File: config.mk
export PLATFORM = sky130hd
export DESIGN_NAME = uart_tx_sched
export DESIGN_NICKNAME = d
export VERILOG_FILES = /design/src/rtl/uart_tx_sched.sv
export SDC_FILE = /design/constraint.sdc
export NUM_CORES = 1
export LEC_CHECK = 0
export ABC_AREA = 1
export BUFFER_PORTS_ARGS = -buffer_cell sky130_fd_sc_hd__buf_2
export CORE_MARGIN = 2
export CORE_UTILIZATION = 57
export DETAILED_ROUTE_END_ITERATION = 16
export PLACE_DENSITY_LB_ADDON = 0.05
export SLEW_MARGIN = 20
export SYNTH_ARGS = -nofsm -noshare
export SYNTH_HDL_FRONTEND = slang
export SYNTH_SLANG_ARGS = --single-unit
File: constraint.sdc
create_clock -name clk -period 1.7 [get_ports clk]
set_input_delay 0 -clock clk [delete_from_list [all_inputs] [get_ports clk]]
set_output_delay 0 -clock clk [all_outputs]
set_load 0.01 [all_outputs]
File: src/rtl/uart_tx_sched.sv
// Two-requester UART transmitter: round-robin arbitration between the CPU and
// debug byte streams, with packet locking and a lock timeout, feeding an 8N1 serializer.
module uart_tx_sched #(
  parameter int unsigned CLK_DIV      = 16,
  parameter int unsigned LOCK_TIMEOUT = 1024
) (
  input  logic       clk,
  input  logic       rst,
  input  logic       cpu_valid,
  input  logic [7:0] cpu_data,
  input  logic       cpu_last,
  output logic       cpu_ready,
  input  logic       dbg_valid,
  input  logic [7:0] dbg_data,
  input  logic       dbg_last,
  output logic       dbg_ready,
  output logic       tx,
  output logic       busy,
  output logic       cur_src,
  output logic       locked
);

  localparam int unsigned DIV_W = $clog2(CLK_DIV);
  localparam int unsigned TO_W  = $clog2(LOCK_TIMEOUT + 1);
  localparam logic [DIV_W-1:0] DIV_LAST = DIV_W'(CLK_DIV - 1);
  localparam logic [TO_W-1:0]  TO_MAX   = TO_W'(LOCK_TIMEOUT);

  typedef enum logic [1:0] {
    IDLE,
    START,
    DATA,
    STOP
  } state_t;

  state_t state, state_nxt;

  logic [DIV_W-1:0] div_cnt;
  logic [2:0]       bit_cnt;
  logic [7:0]       shreg;
  logic             rr_dbg;
  logic             lock_q;
  logic             owner;
  logic [TO_W-1:0]  to_cnt;
  logic             src_q;

  logic             sel_cpu;
  logic             sel_dbg;
  logic             accept;
  logic             acc_src;
  logic             acc_last;
  logic [7:0]       acc_data;
  logic             owner_valid;
  logic             bit_end;

  // Arbitration: a held lock restricts eligibility to its owner; otherwise
  // a tie goes to the source that did not win the previous grant.
  always_comb begin
    sel_cpu = 1'b0;
    sel_dbg = 1'b0;
    if (lock_q) begin
      sel_cpu = ~owner;
      sel_dbg = owner;
    end else if (cpu_valid && dbg_valid) begin
      sel_cpu = ~rr_dbg;
      sel_dbg = rr_dbg;
    end else begin
      sel_cpu = cpu_valid;
      sel_dbg = dbg_valid;
    end
  end

  always_comb begin
    accept      = cpu_ready | dbg_ready;
    acc_src     = dbg_ready;
    acc_data    = dbg_ready ? dbg_data : cpu_data;
    acc_last    = dbg_ready ? dbg_last : cpu_last;
    owner_valid = owner ? dbg_valid : cpu_valid;
    bit_end     = (state != IDLE) && (div_cnt == DIV_LAST);
  end

  always_ff @(posedge clk or negedge rst) begin
    if (!rst) begin
      state <= IDLE;
    end else begin
      state <= state_nxt;
    end
  end

  always_comb begin
    state_nxt = state;
    unique case (state)
      IDLE:    if (accept) state_nxt = START;
      START:   if (bit_end) state_nxt = DATA;
      DATA:    if (bit_end && (bit_cnt == 3'd7)) state_nxt = STOP;
      STOP:    if (bit_end) state_nxt = IDLE;
      default: state_nxt = IDLE;
    endcase
  end

  always_comb begin
    cpu_ready = rst & (state == IDLE) & cpu_valid & sel_cpu;
    dbg_ready = rst & (state == IDLE) & dbg_valid & sel_dbg;
    busy      = (state != IDLE);
    tx        = 1'b1;
    unique case (state)
      START:   tx = 1'b0;
      DATA:    tx = shreg[0];
      default: tx = 1'b1;
    endcase
  end

  // Divider restarts from zero at every bit boundary, so bit lengths never drift.
  always_ff @(posedge clk or negedge rst) begin
    if (!rst) begin
      div_cnt <= '0;
      bit_cnt <= '0;
      shreg   <= '0;
    end else if (state == IDLE) begin
      div_cnt <= '0;
      bit_cnt <= '0;
      if (accept) begin
        shreg <= acc_data;
      end
    end else if (bit_end) begin
      div_cnt <= '0;
      if (state == DATA) begin
        shreg   <= {1'b0, shreg[7:1]};
        bit_cnt <= bit_cnt + 3'd1;
      end
    end else begin
      div_cnt <= div_cnt + 1'b1;
    end
  end

  // Timeout counter only advances in IDLE while the owner is silent; it
  // saturates, and the lock drops the cycle after saturation is seen.
  always_ff @(posedge clk or negedge rst) begin
    if (!rst) begin
      rr_dbg <= 1'b0;
      lock_q <= 1'b0;
      owner  <= 1'b0;
      to_cnt <= '0;
      src_q  <= 1'b0;
    end else if (accept) begin
      src_q  <= acc_src;
      rr_dbg <= ~acc_src;
      lock_q <= ~acc_last;
      if (!acc_last) begin
        owner <= acc_src;
      end
      to_cnt <= '0;
    end else begin
      if (lock_q && (to_cnt == TO_MAX)) begin
        lock_q <= 1'b0;
      end
      if (owner_valid) begin
        to_cnt <= '0;
      end else if ((state == IDLE) && lock_q && (to_cnt != TO_MAX)) begin
        to_cnt <= to_cnt + 1'b1;
      end
    end
  end

  always_comb begin
    cur_src = src_q;
    locked  = lock_q;
  end

endmodule

==> results of run 1 <==
## layout by cell type, fill, tap and decap left out, types with 5 or more instances in the layout
cell type,Yosys,final
sky130_fd_sc_hd__nand4_1,5,5
sky130_fd_sc_hd__ha_1,9,8
sky130_fd_sc_hd__dfrtp_1,32,32
sky130_fd_sc_hd__buf_2,2,27
sky130_fd_sc_hd__inv_1,44,41
sky130_fd_sc_hd__inv_2,3,6
sky130_fd_sc_hd__nand2_1,91,91
sky130_fd_sc_hd__nor2_1,29,28
sky130_fd_sc_hd__nand3_1,29,29
sky130_fd_sc_hd__nand2_2,5,5
sky130_fd_sc_hd__a21oi_1,5,5
sky130_fd_sc_hd__clkbuf_4,0,5
sky130_fd_sc_hd__o21ai_1,5,5
sky130_fd_sc_hd__buf_4,1,13
## worst register-to-register path, cell delays in order, from the launching register on
cell and delay (ns):
sky130_fd_sc_hd__dfrtp_1 0.43, sky130_fd_sc_hd__inv_2 0.08, sky130_fd_sc_hd__ha_2 0.19, sky130_fd_sc_hd__nand2_1 0.10, sky130_fd_sc_hd__nor2_2 0.28, sky130_fd_sc_hd__nand3_1 0.16
sky130_fd_sc_hd__nand3_1 0.12, sky130_fd_sc_hd__nand2_1 0.07, sky130_fd_sc_hd__nand2_1 0.06, sky130_fd_sc_hd__nand2_1 0.04
## layer usage
layer / vias to the layer above / global-route usage / routed length (um)
met5: - / 0 / 0
met4: 0 / 0.08777 / 51
li1: 1003 / - / -
met1: 873 / 0.2851 / 1995
met2: 28 / 0.4089 / 2195
met3: 5 / 0.04225 / 117
## power groups by stage
stage                     Sequential, W  Clock (W)  Combinational, W
after global routing            0.00115   0.000629           0.00200
final                           0.00113   0.000584           0.00177
after global placement          0.00113          0           0.00157
after CTS                       0.00113   0.000606           0.00161
after detailed placement        0.00114          0           0.00159
after floorplan                 0.00112          0           0.00115
## path summary, 6_finish.rpt
check                                  from          to  cells after the start  slack (ns)
worst max-delay path               state[1]    shreg[0]                      9        0.08
worst min-delay path            cpu_data[7]    shreg[7]                      5        0.01
worst max register to register     state[1]    shreg[0]                      9        0.08
worst min register to register   div_cnt[0]  div_cnt[0]                      1        0.48
max in group asynchronous               rst  bit_cnt[1]                      3        1.16
min in group asynchronous               rst      locked                      3        0.23
## cells by family after synthesis
family / after synthesis / share of synthesized area
xor+xnor: 2 / 0.008445
simple gates: 175 / 0.3890
fa+ha+maj: 9 / 0.05428
flops: 32 / 0.3860
compound gates: 20 / 0.05669
buf+inv: 54 / 0.1055
## state kept, by name (all words and copies together), names as in the netlist
name / flops
owner: 1
bit_cnt: 3
shreg: 8
to_cnt: 11
locked: 1
state: 2
rr_dbg: 1
cur_src: 1
div_cnt: 4
## cell type report
class | instances | area (um2)
Fill cell | 272 | 918.4
Sequential cell | 32 | 800.8
Timing Repair Buffer | 46 | 296.5
Multi-Input combinational cell | 206 | 1076
Tap cell | 46 | 57.56
Clock inverter | 3 | 42.54
Inverter | 49 | 186.4
Clock buffer | 5 | 37.54
## repair_timing
action                                  CTS  global route
hold endpoints to repair                 34             0
buffers inserted                          0             5
gates resized for setup                   1            11
hold buffers                              3             0
endpoints found under the setup margin    8            23
pin swaps                                 0             0
## through the flow
stage          area, um2  setup WS (ns)  power [W]
2_1_floorplan       2074         0.2113   0.002269
3_3_place_gp        2317        0.05116   0.002699
3_5_place_dp        2317        0.01474   0.002731
4_1_cts             2431       0.008208   0.003347
5_1_grt             2497       -0.04324   0.003777
6_report            2497        0.08409   0.003484
==> out/qor_table.md, run 1 <==
| Quantity | This run | Unit |
|---|---|---|
| Outcome | completed | - |
| Combined buffer and inverter count along the critical path | 1 | - |
| List of most frequent post-synthesis cells | sky130_fd_sc_hd__nand2_1, sky130_fd_sc_hd__inv_1, sky130_fd_sc_hd__dfrtp_1 | - |
| Register area share after synthesis | 0.3860 | - |
| Part of the cycle the worst path needs | 0.9505 | - |
| Reported max-cap violation count | 0 | - |
| Reg power frac | 0.326 | - |
| Worst IR Drop VDD | 804.6 | uV |
| Cells along the critical path | inv_2, ha_2, nand2_1, nor2_2, nand3_1, nand3_1, nand2_1, nand2_1, nand2_1 | - |
| Area Overhead vs Synth | 20.39 | % |
| Clock tree from TritonCTS | yes | - |
| Total Routed Length | 4360 | um |
| DRC violations left | 0 | - |
| Internal Dissipation | 0.002004 | W |
| Critical path data arrival time | 1.87 | ns |
| Average routed wire per standard cell | 11.27 | um |
| Portion of synthesized cell area occupied by the leading cell type | 0.3860 | - |
| Final setup violation count | 0 | - |
| Setup CP Type | register to register | - |
| Total number of placement rows | 21 | - |
| Cell types with the largest area share after synthesis | sky130_fd_sc_hd__dfrtp_1, sky130_fd_sc_hd__nand2_1, sky130_fd_sc_hd__inv_1 | - |
| Final hold slack | 0.01138 | ns |
| Fraction of registers with async set/reset | 1.000 | - |
| #FFs+latches synth | 32 | - |
| Switching fraction of total power | 0.4249 | - |
| Total via count after detailed routing | 1909 | - |
| Number of diodes | 0 | - |
| Path category of the worst min-delay check | input port to register | - |
| Cell with the most instances after synthesis | sky130_fd_sc_hd__nand2_1 | - |
| Cell with the most instances on the worst path | sky130_fd_sc_hd__nand2_1 | - |
| Total negative slack | 0 | ns |
| Cell type contributing the most total cell area after synthesis | sky130_fd_sc_hd__dfrtp_1 | - |
| Area of the mapped netlist | 0.002074 | mm2 |
| Worst Tran Pin Value | 0.5532 | ns |
| Final Wtd Congestion | 0.8180 | - |
| Fraction of final layout cells with drive strength greater than 1 | 0.2346 | - |
| Proportion of power drawn by combinational gates | 0.507 | - |
| Clock tree root buffer cell | sky130_fd_sc_hd__clkbuf_4 | - |
| Most used DFF post-synth | sky130_fd_sc_hd__dfrtp_1 | - |
| Residual overflow from global routing | 0 | - |
| Clk network pwr share | 0.168 | - |
| Number of top-level design ports | 28 | - |
| Placed wire-length estimate | 3264 | um |
| Worst Path Max Fanout | 8 | - |
| Clock slew at the register clock pins of the worst setup and hold paths | 0.11 | ns |
| Total Die Area | 0.004138 | mm2 |
| Fmax | 618.8 | MHz |
| Unique masters post-synth | 32 | - |
| Startpoint class of the critical path | register | - |
| Required time of the critical path | 1.95 | ns |
| Floorplan core area | 0.003416 | mm2 |
| Final hold vios | 0 | - |
| Height of the die | 64.33 | um |
| Horizontal die dimension | 64.33 | um |
| Syn_nets | 323 | - |
| Number of iterations in the first detailed-routing pass | 4 | - |
| Global-route wire length before repair | 7465 | um |
| RSZ-0062 raised after global routing | true | - |
| Worst Setup End Kind | register | - |
| Final Instance Count excl. Fillers | 387 | - |
| Worst-case headroom to the max-slew limit | 0.6273 | - |
| Initial antenna violation count | 0 | - |
| Starting Density | 0.6073 | - |
| Final Max Slew Viols | 0 | - |
| Number of nets in the layout | 371 | - |
| P_leak | 1.374 | nW |
| Synthesized area divided by synthesized cell count | 7.104 | um2 |
| Final setup skew | 0.01225 | ns |
| Clock Tree Buf Depth | 2 | - |
| Synthesized netlist cell count | 292 | - |
| Yosys warning count | 0 | - |
| Total instance count after detailed placement | 371 | - |
| Time the final worst path needs with I/O delays and setup | 1.616 | ns |
| Number of enable flip-flop cells after synthesis | 0 | - |
| Largest delay contributor family on the critical path | simple AND/OR/NAND/NOR gates | - |
| Worst-Skew Late Latency | 0.34 | ns |
| Cell type of the slowest stage on the worst timing path | sky130_fd_sc_hd__dfrtp_1 | - |
| Net switching power | 0.001480 | W |
| Clock sink total | 32 | - |
| Post-route antenna net violation count | 0 | - |
| 1st-iter DRT viols | 100 | - |
| Number of global-route vias before repair | 1803 | - |
| Cell Pwr Density | 1395 | mW/mm2 |
| Utilization of the core after routing | 0.7311 | - |
| Largest stage delay on the critical path | 0.43 | ns |
| Count of port buffers added during placement | 27 | - |
| Number of CTS-inserted buffers | 5 | - |
| GR Util All Layers | 0.2334 | - |
| Via density per instance | 4.933 | - |
| Pin count of the biggest net entering global routing | 33 | - |
| Number of H-tree branching levels | 2 | - |
Power figures use the tool's default switching activity.
==> inputs of run 2 (changes only) <==
--- a/config.mk
+++ b/config.mk
@@ -6,9 +6,11 @@
 export NUM_CORES = 1
 export LEC_CHECK = 0
 export ABC_AREA = 1
+export ABC_CLOCK_PERIOD_IN_PS = 1700
 export BUFFER_PORTS_ARGS = -buffer_cell sky130_fd_sc_hd__buf_2
 export CORE_MARGIN = 2
-export CORE_UTILIZATION = 57
+export CORE_UTILIZATION = 50
+export CTS_BUF_LIST = sky130_fd_sc_hd__clkbuf_8 sky130_fd_sc_hd__clkbuf_16
 export DETAILED_ROUTE_END_ITERATION = 16
 export PLACE_DENSITY_LB_ADDON = 0.05
 export SLEW_MARGIN = 20
==> out/qor_table.md, run 2 (synthesis gave the netlist of run 1 again) <==
| Quantity | This run | Unit |
|---|---|---|
| GR Util All Layers | 0.2039 | - |
| Part of the cycle the worst path needs | 0.9162 | - |
| Number of top-level design ports | 28 | - |
| Final setup violation count | 0 | - |
| Number of diodes | 0 | - |
| Layout Cell Area excl Fill | 0.002476 | mm2 |
| Number of nets in the layout | 367 | - |
| Total number of placement rows | 23 | - |
| Final Max Slew Viols | 0 | - |
| DRC violations left | 0 | - |
| Worst-Skew Late Latency | 0.28 | ns |
| Total Routed Length | 4180 | um |
| Buffer count from post-CTS setup fixing | 0 | - |
| Fmax | 642.0 | MHz |
| Worst IR Drop VDD | 790.4 | uV |
| Number of H-tree branching levels | 2 | - |
| Height of the die | 68.41 | um |
| Total Die Area | 0.004680 | mm2 |
| Via density per instance | 4.835 | - |
| Largest stage delay on the critical path | 0.41 | ns |
| Most used cells in the layout excluding fill and tap cells | sky130_fd_sc_hd__nand2_1, sky130_fd_sc_hd__inv_1, sky130_fd_sc_hd__dfrtp_1, sky130_fd_sc_hd__nand3_1, sky130_fd_sc_hd__nor2_1 | - |
| Registers with the most flip-flops | to_cnt x11, shreg x8, div_cnt x4 | - |
| Time the final worst path needs with I/O delays and setup | 1.558 | ns |
| Path category of the worst min-delay check | input port to register | - |
| Outcome | completed | - |
| Post-route antenna net violation count | 0 | - |
| Setup CP Type | register to register | - |
| Area Overhead vs Synth | 19.36 | % |
| Clock slew at the register clock pins of the worst setup and hold paths | 0.07 | ns |
| Total negative slack | 0 | ns |
| Critical path data arrival time | 1.73 | ns |
| Final Wtd Congestion | 0.7993 | - |
| 1st-iter DRT viols | 54 | - |
| Initial antenna violation count | 0 | - |
| Clock Tree Buf Depth | 2 | - |
| Flip-flop count of the largest register after layout | 11 | - |
| Residual overflow from global routing | 0 | - |
| Number of global-route vias before repair | 1678 | - |
| Worst Path Max Fanout | 5 | - |
| Global-route wire length before repair | 7169 | um |
| Required time of the critical path | 1.87 | ns |
| Final hold vios | 0 | - |
| Cell type of the slowest stage on the worst timing path | sky130_fd_sc_hd__dfrtp_1 | - |
| Worst Tran Pin Value | 0.5635 | ns |
| P_leak | 1.364 | nW |
| Final hold slack | 0.04034 | ns |
| Layer with the highest usage after global routing | met2 | - |
| Count of port buffers added during placement | 27 | - |
| Starting Density | 0.5186 | - |
| Clock sink total | 32 | - |
| Horizontal die dimension | 68.41 | um |
| Worst Setup End Kind | register | - |
| Clock tree root buffer cell | sky130_fd_sc_hd__clkbuf_8 | - |
| Worst-case headroom to the max-slew limit | 0.6204 | - |
| Total power | 0.003402 | W |
| Top reg by flops | to_cnt | - |
| Startpoint class of the critical path | register | - |
| Most common library cell in the layout ignoring fill and taps | sky130_fd_sc_hd__nand2_1 | - |
| Number of CTS-inserted buffers | 5 | - |
| Floorplan core area | 0.004000 | mm2 |
| Cell Pwr Density | 1374 | mW/mm2 |
| Total via count after detailed routing | 1871 | - |
| Reported max-cap violation count | 0 | - |
| Fraction of final layout cells with drive strength greater than 1 | 0.2285 | - |
| Clock tree from TritonCTS | yes | - |
| Final setup skew | 0.004075 | ns |
| Cell area after placement | 0.002337 | mm2 |
| Number of iterations in the first detailed-routing pass | 5 | - |
| Met2 usage | 0.3534 | - |
| RSZ-0062 raised after global routing | true | - |
| Cells along the critical path | inv_1, ha_1, nand3_1, nor2_1, nand2_1, buf_4, nand3_1, nand2_1, inv_1, nor2_1 | - |
| Placed wire-length estimate | 3200 | um |
| Average routed wire per standard cell | 10.80 | um |
| Pin count of the biggest net entering global routing | 33 | - |
| Met3 Track Usage GR | 0.04934 | - |
| Met1 global-route usage | 0.2552 | - |
## run 2: cell count changes in the layout (fill, tap and decap cells not counted), moves of 2 or more
cell / delta
sky130_fd_sc_hd__clkbuf_4: -5
sky130_fd_sc_hd__buf_6: -2
sky130_fd_sc_hd__inv_1: +2
sky130_fd_sc_hd__nand2_2: +2
sky130_fd_sc_hd__clkbuf_8: +6
sky130_fd_sc_hd__nand2_1: -2
sky130_fd_sc_hd__inv_2: -2
## run 2: final timing paths
path | startpoint | end | slack, ns | cells after the start
setup / recovery | to_cnt[0] | to_cnt[3] | 0.14 | 10
hold / removal | cpu_last | locked | 0.04 | 4
setup reg to reg | to_cnt[0] | to_cnt[3] | 0.14 | 10
hold reg to reg | div_cnt[0] | div_cnt[0] | 0.46 | 1
max in group asynchronous | rst | bit_cnt[1] | 1.07 | 3
min in group asynchronous | rst | cur_src | 0.33 | 3
## run 2: repair_timing
action	CTS	global route
setup endpoints to repair	0	19
resized for setup	0	10
hold buffers	2	0
hold endpoints to repair	34	0
## run 2: where the power goes
group          internal, W  total [W]  switching (W)
Sequential        0.000967    0.00111       0.000148
Clock             0.000323   0.000607       0.000284
Combinational     0.000665    0.00168        0.00101
## run 2: per-stage QoR
stage / utilization / std cells / setup WS (ns)
floorplan: - / 292 / 0.2113
global placement: 0.5843 / 377 / 0.1170
detailed placement: 0.5843 / 377 / 0.08362
CTS: 0.6124 / 387 / 0.07101
global route: 0.6190 / 387 / -0.01396
finish: 0.6190 / 387 / 0.1425
## run 2: final cells by class
class	instances	area (um2)
Clock buffer	6	82.58
Clock inverter	2	10.01
Fill cell	375	1524
Inverter	49	186.4
Multi-Input combinational cell	206	1077
Sequential cell	32	800.8
Tap cell	50	62.56
Timing Repair Buffer	42	256.5
## run 2: critical path: cells and delay by family (launching register included)
kind,cells,cell delay (ns)
adder cells (fa/ha/maj),1,0.16
buffers and inverters,3,0.35
flip-flops,1,0.41
AND/OR/NAND/NOR,6,0.54
## run 2: per-layer routing
metal,wire (um),vias up,part of all wire
li1,-,994,-
met1,1934,843,0.46
met2,2066,32,0.49
met3,159,2,0.038
met4,20,0,0.0048
met5,0,-,0
==> inputs of run 3 (changes only) <==
--- a/config.mk
+++ b/config.mk
@@ -8,8 +8,7 @@
 export ABC_AREA = 1
 export ABC_CLOCK_PERIOD_IN_PS = 1700
 export BUFFER_PORTS_ARGS = -buffer_cell sky130_fd_sc_hd__buf_2
-export CORE_MARGIN = 2
-export CORE_UTILIZATION = 50
+export CORE_UTILIZATION = 25
 export CTS_BUF_LIST = sky130_fd_sc_hd__clkbuf_8 sky130_fd_sc_hd__clkbuf_16
 export DETAILED_ROUTE_END_ITERATION = 16
 export PLACE_DENSITY_LB_ADDON = 0.05
==> out/qor_table.md, run 3 (synthesis gave the netlist of run 1 again) <==
| Quantity | This run | Unit |
|---|---|---|
| Outcome | completed | - |
| Cell depth of the worst min-delay path | 4 | - |
| Pin count of the biggest net entering global routing | 33 | - |
| Number of top-level design ports | 28 | - |
| Setup CP Type | register to register | - |
| Time the final worst path needs with I/O delays and setup | 1.615 | ns |
| Clock slew at the register clock pins of the worst setup and hold paths | 0.08 | ns |
| Setup crit end | state[0] | - |
| P_leak | 1.414 | nW |
| Clock tree from TritonCTS | yes | - |
| Total instance count after detailed placement | 431 | - |
| Area of the multi-input gates | 0.001092 | mm2 |
| Required time of the critical path | 1.87 | ns |
| Fmax | 619.2 | MHz |
| Worst Tran Pin Value | 0.5908 | ns |
| Height of the die | 93.10 | um |
| Worst Path Max Fanout | 3 | - |
| Number of diodes | 0 | - |
| Total number of placement rows | 32 | - |
| Cell Pwr Density | 1424 | mW/mm2 |
| Sum of met3 wire segment lengths after detailed routing | 84 | um |
| Final setup violation count | 0 | - |
| Final Instance Count excl. Fillers | 446 | - |
| Most common library cell in the layout ignoring fill and taps | sky130_fd_sc_hd__nand2_1 | - |
| Final Max Slew Viols | 0 | - |
| Number of global-route vias before repair | 1902 | - |
| Most used cells in the layout excluding fill and tap cells | sky130_fd_sc_hd__nand2_1, sky130_fd_sc_hd__inv_1, sky130_fd_sc_hd__dfrtp_1, sky130_fd_sc_hd__nand3_1 | - |
| Number of iterations in the first detailed-routing pass | 4 | - |
| Layout filler cell count | 847 | - |
| Horizontal die dimension | 93.10 | um |
| Total Die Area | 0.008667 | mm2 |
| Post-route antenna net violation count | 0 | - |
| Placed wire-length estimate | 3792 | um |
| Average routed wire per standard cell | 11.15 | um |
| Total Routed Length | 4975 | um |
| Clock Tree Buf Depth | 2 | - |
| Cells on worst reg2reg path | 8 | - |
| Setup slack at placement | -0.03748 | ns |
| Starting Density | 0.2630 | - |
| Number of CTS-inserted buffers | 5 | - |
| Worst-case headroom to the max-slew limit | 0.6020 | - |
| Length of routed wiring on met1 | 2423 | um |
| Residual overflow from global routing | 0 | - |
| Fraction of final layout cells with drive strength greater than 1 | 0.2471 | - |
| Area used by sequential logic in the layout | 800.8 | um2 |
| Critical path data arrival time | 1.79 | ns |
| Clk network pwr share | 0.217 | - |
| Reg-to-reg setup timing slack | 0.09 | ns |
| Total power | 0.003763 | W |
| Net switching power | 0.001528 | W |
| Floorplan core area | 0.007888 | mm2 |
| Reported max-cap violation count | 0 | - |
| Number of H-tree branching levels | 2 | - |
| Final setup skew | 0.01090 | ns |
| Reg power frac | 0.295 | - |
| Cell area after placement | 0.002417 | mm2 |
| Top reg by flops | to_cnt | - |
| Switching fraction of total power | 0.4062 | - |
| Number of nets in the layout | 374 | - |
| Clock sink total | 32 | - |
| Total negative slack | 0 | ns |
| Via density per instance | 4.164 | - |
| GR Util All Layers | 0.1288 | - |
| R2R Path End | state[0] | - |
| Worst IR Drop VDD | 615.8 | uV |
| DRC violations left | 0 | - |
| Flip-flop count of the largest register after layout | 11 | - |
| Worst reg2reg path startpoint | state[0] | - |
| Worst Setup End Kind | register | - |
| Startpoint class of the critical path | register | - |
| 1st-iter DRT viols | 44 | - |
| Registers with the most flip-flops | to_cnt x11, shreg x8, div_cnt x4 | - |
| Count of port buffers added during placement | 27 | - |
| Initial antenna violation count | 0 | - |
| Path category of the worst min-delay check | input port to register | - |
| Global-route wire length before repair | 8631 | um |
| Worst setup margin | 0.08503 | ns |
| Worst-Skew Late Latency | 0.28 | ns |
| Part of the cycle the worst path needs | 0.9500 | - |
| Top routing layer in use | met4 | - |
| Internal Dissipation | 0.002234 | W |
| Launching element of the worst setup path | state[0] | - |
| Area Overhead vs Synth | 27.38 | % |
| Final Wtd Congestion | 0.7518 | - |
| Clock tree root buffer cell | sky130_fd_sc_hd__clkbuf_8 | - |
| Layout Cell Area excl Fill | 0.002643 | mm2 |
| Total via count after detailed routing | 1857 | - |
| Final hold vios | 0 | - |
| DR WL met2 | 2429 | um |
| Proportion of power drawn by combinational gates | 0.488 | - |
[run 3: what timing repair did]
| item | 4_1_cts | 5_1_grt |
|---|---|---|
| resized for setup | 1 | 12 |
| buffers inserted | 0 | 5 |
| pin swaps | 0 | 2 |
| setup endpoints to repair | 9 | 21 |
| hold buffers | 2 | 0 |
| hold endpoints to repair | 34 | 0 |
[run 3: worst max-delay path, stage by stage, from the launching register on]
cell and delay [ns]:
sky130_fd_sc_hd__dfrtp_1 0.39, sky130_fd_sc_hd__buf_4 0.15, sky130_fd_sc_hd__ha_1 0.19, sky130_fd_sc_hd__or2_2 0.33, sky130_fd_sc_hd__nor2_2 0.10, sky130_fd_sc_hd__o21a_1 0.16, sky130_fd_sc_hd__nand2_2 0.07, sky130_fd_sc_hd__nand2_1 0.05
sky130_fd_sc_hd__o21ai_0 0.07
[run 3: stage by stage]
stage | util | hold slack (ns)
CTS | 0.3253 | 0.02099
finish | 0.3350 | 0.02685
global route | 0.3350 | 0.06231
detailed placement | 0.3065 | 0.1092
global placement | 0.3065 | 0.1228
floorplan | - | -0.2956
[run 3: area by class of cell]
class | count | share of cell area
flip-flops and latches | 32 | 0.3030
clock inverters | 1 | 0.01136
multi-input cells | 206 | 0.4134
clock buffers | 7 | 0.03646
repair buffers | 49 | 0.1170
inverters | 49 | 0.07055
well taps | 102 | 0.04830
[run 3: layer usage]
layer | global-route usage | vias to the layer above
li1 | - | 1010
met1 | 0.1627 | 839
met2 | 0.2138 | 6
met3 | 0.03171 | 2
met4 | 0.04359 | 0
met5 | 0 | -
[run 3: worst min path at each step]
stage | endpoint | startpoint | slack (ns)
5_1_grt | locked | cpu_last | 0.06
2_1_floorplan | bit_cnt[0] | rst | -0.30
6_report | locked | cpu_last | 0.03
3_5_place_dp | owner | rst | 0.11
4_1_cts | locked | cpu_last | 0.02
3_3_place_gp | rr_dbg | rst | 0.12
[run 3: power by group through the flow]
stage / Sequential, W / Combinational, W / Clock [W]
floorplan: 0.00112 / 0.00115 / 0
global placement: 0.00113 / 0.00176 / 0
detailed placement: 0.00112 / 0.00172 / 0
CTS: 0.00111 / 0.00174 / 0.000848
global route: 0.00114 / 0.00211 / 0.000884
finish: 0.00111 / 0.00184 / 0.000816
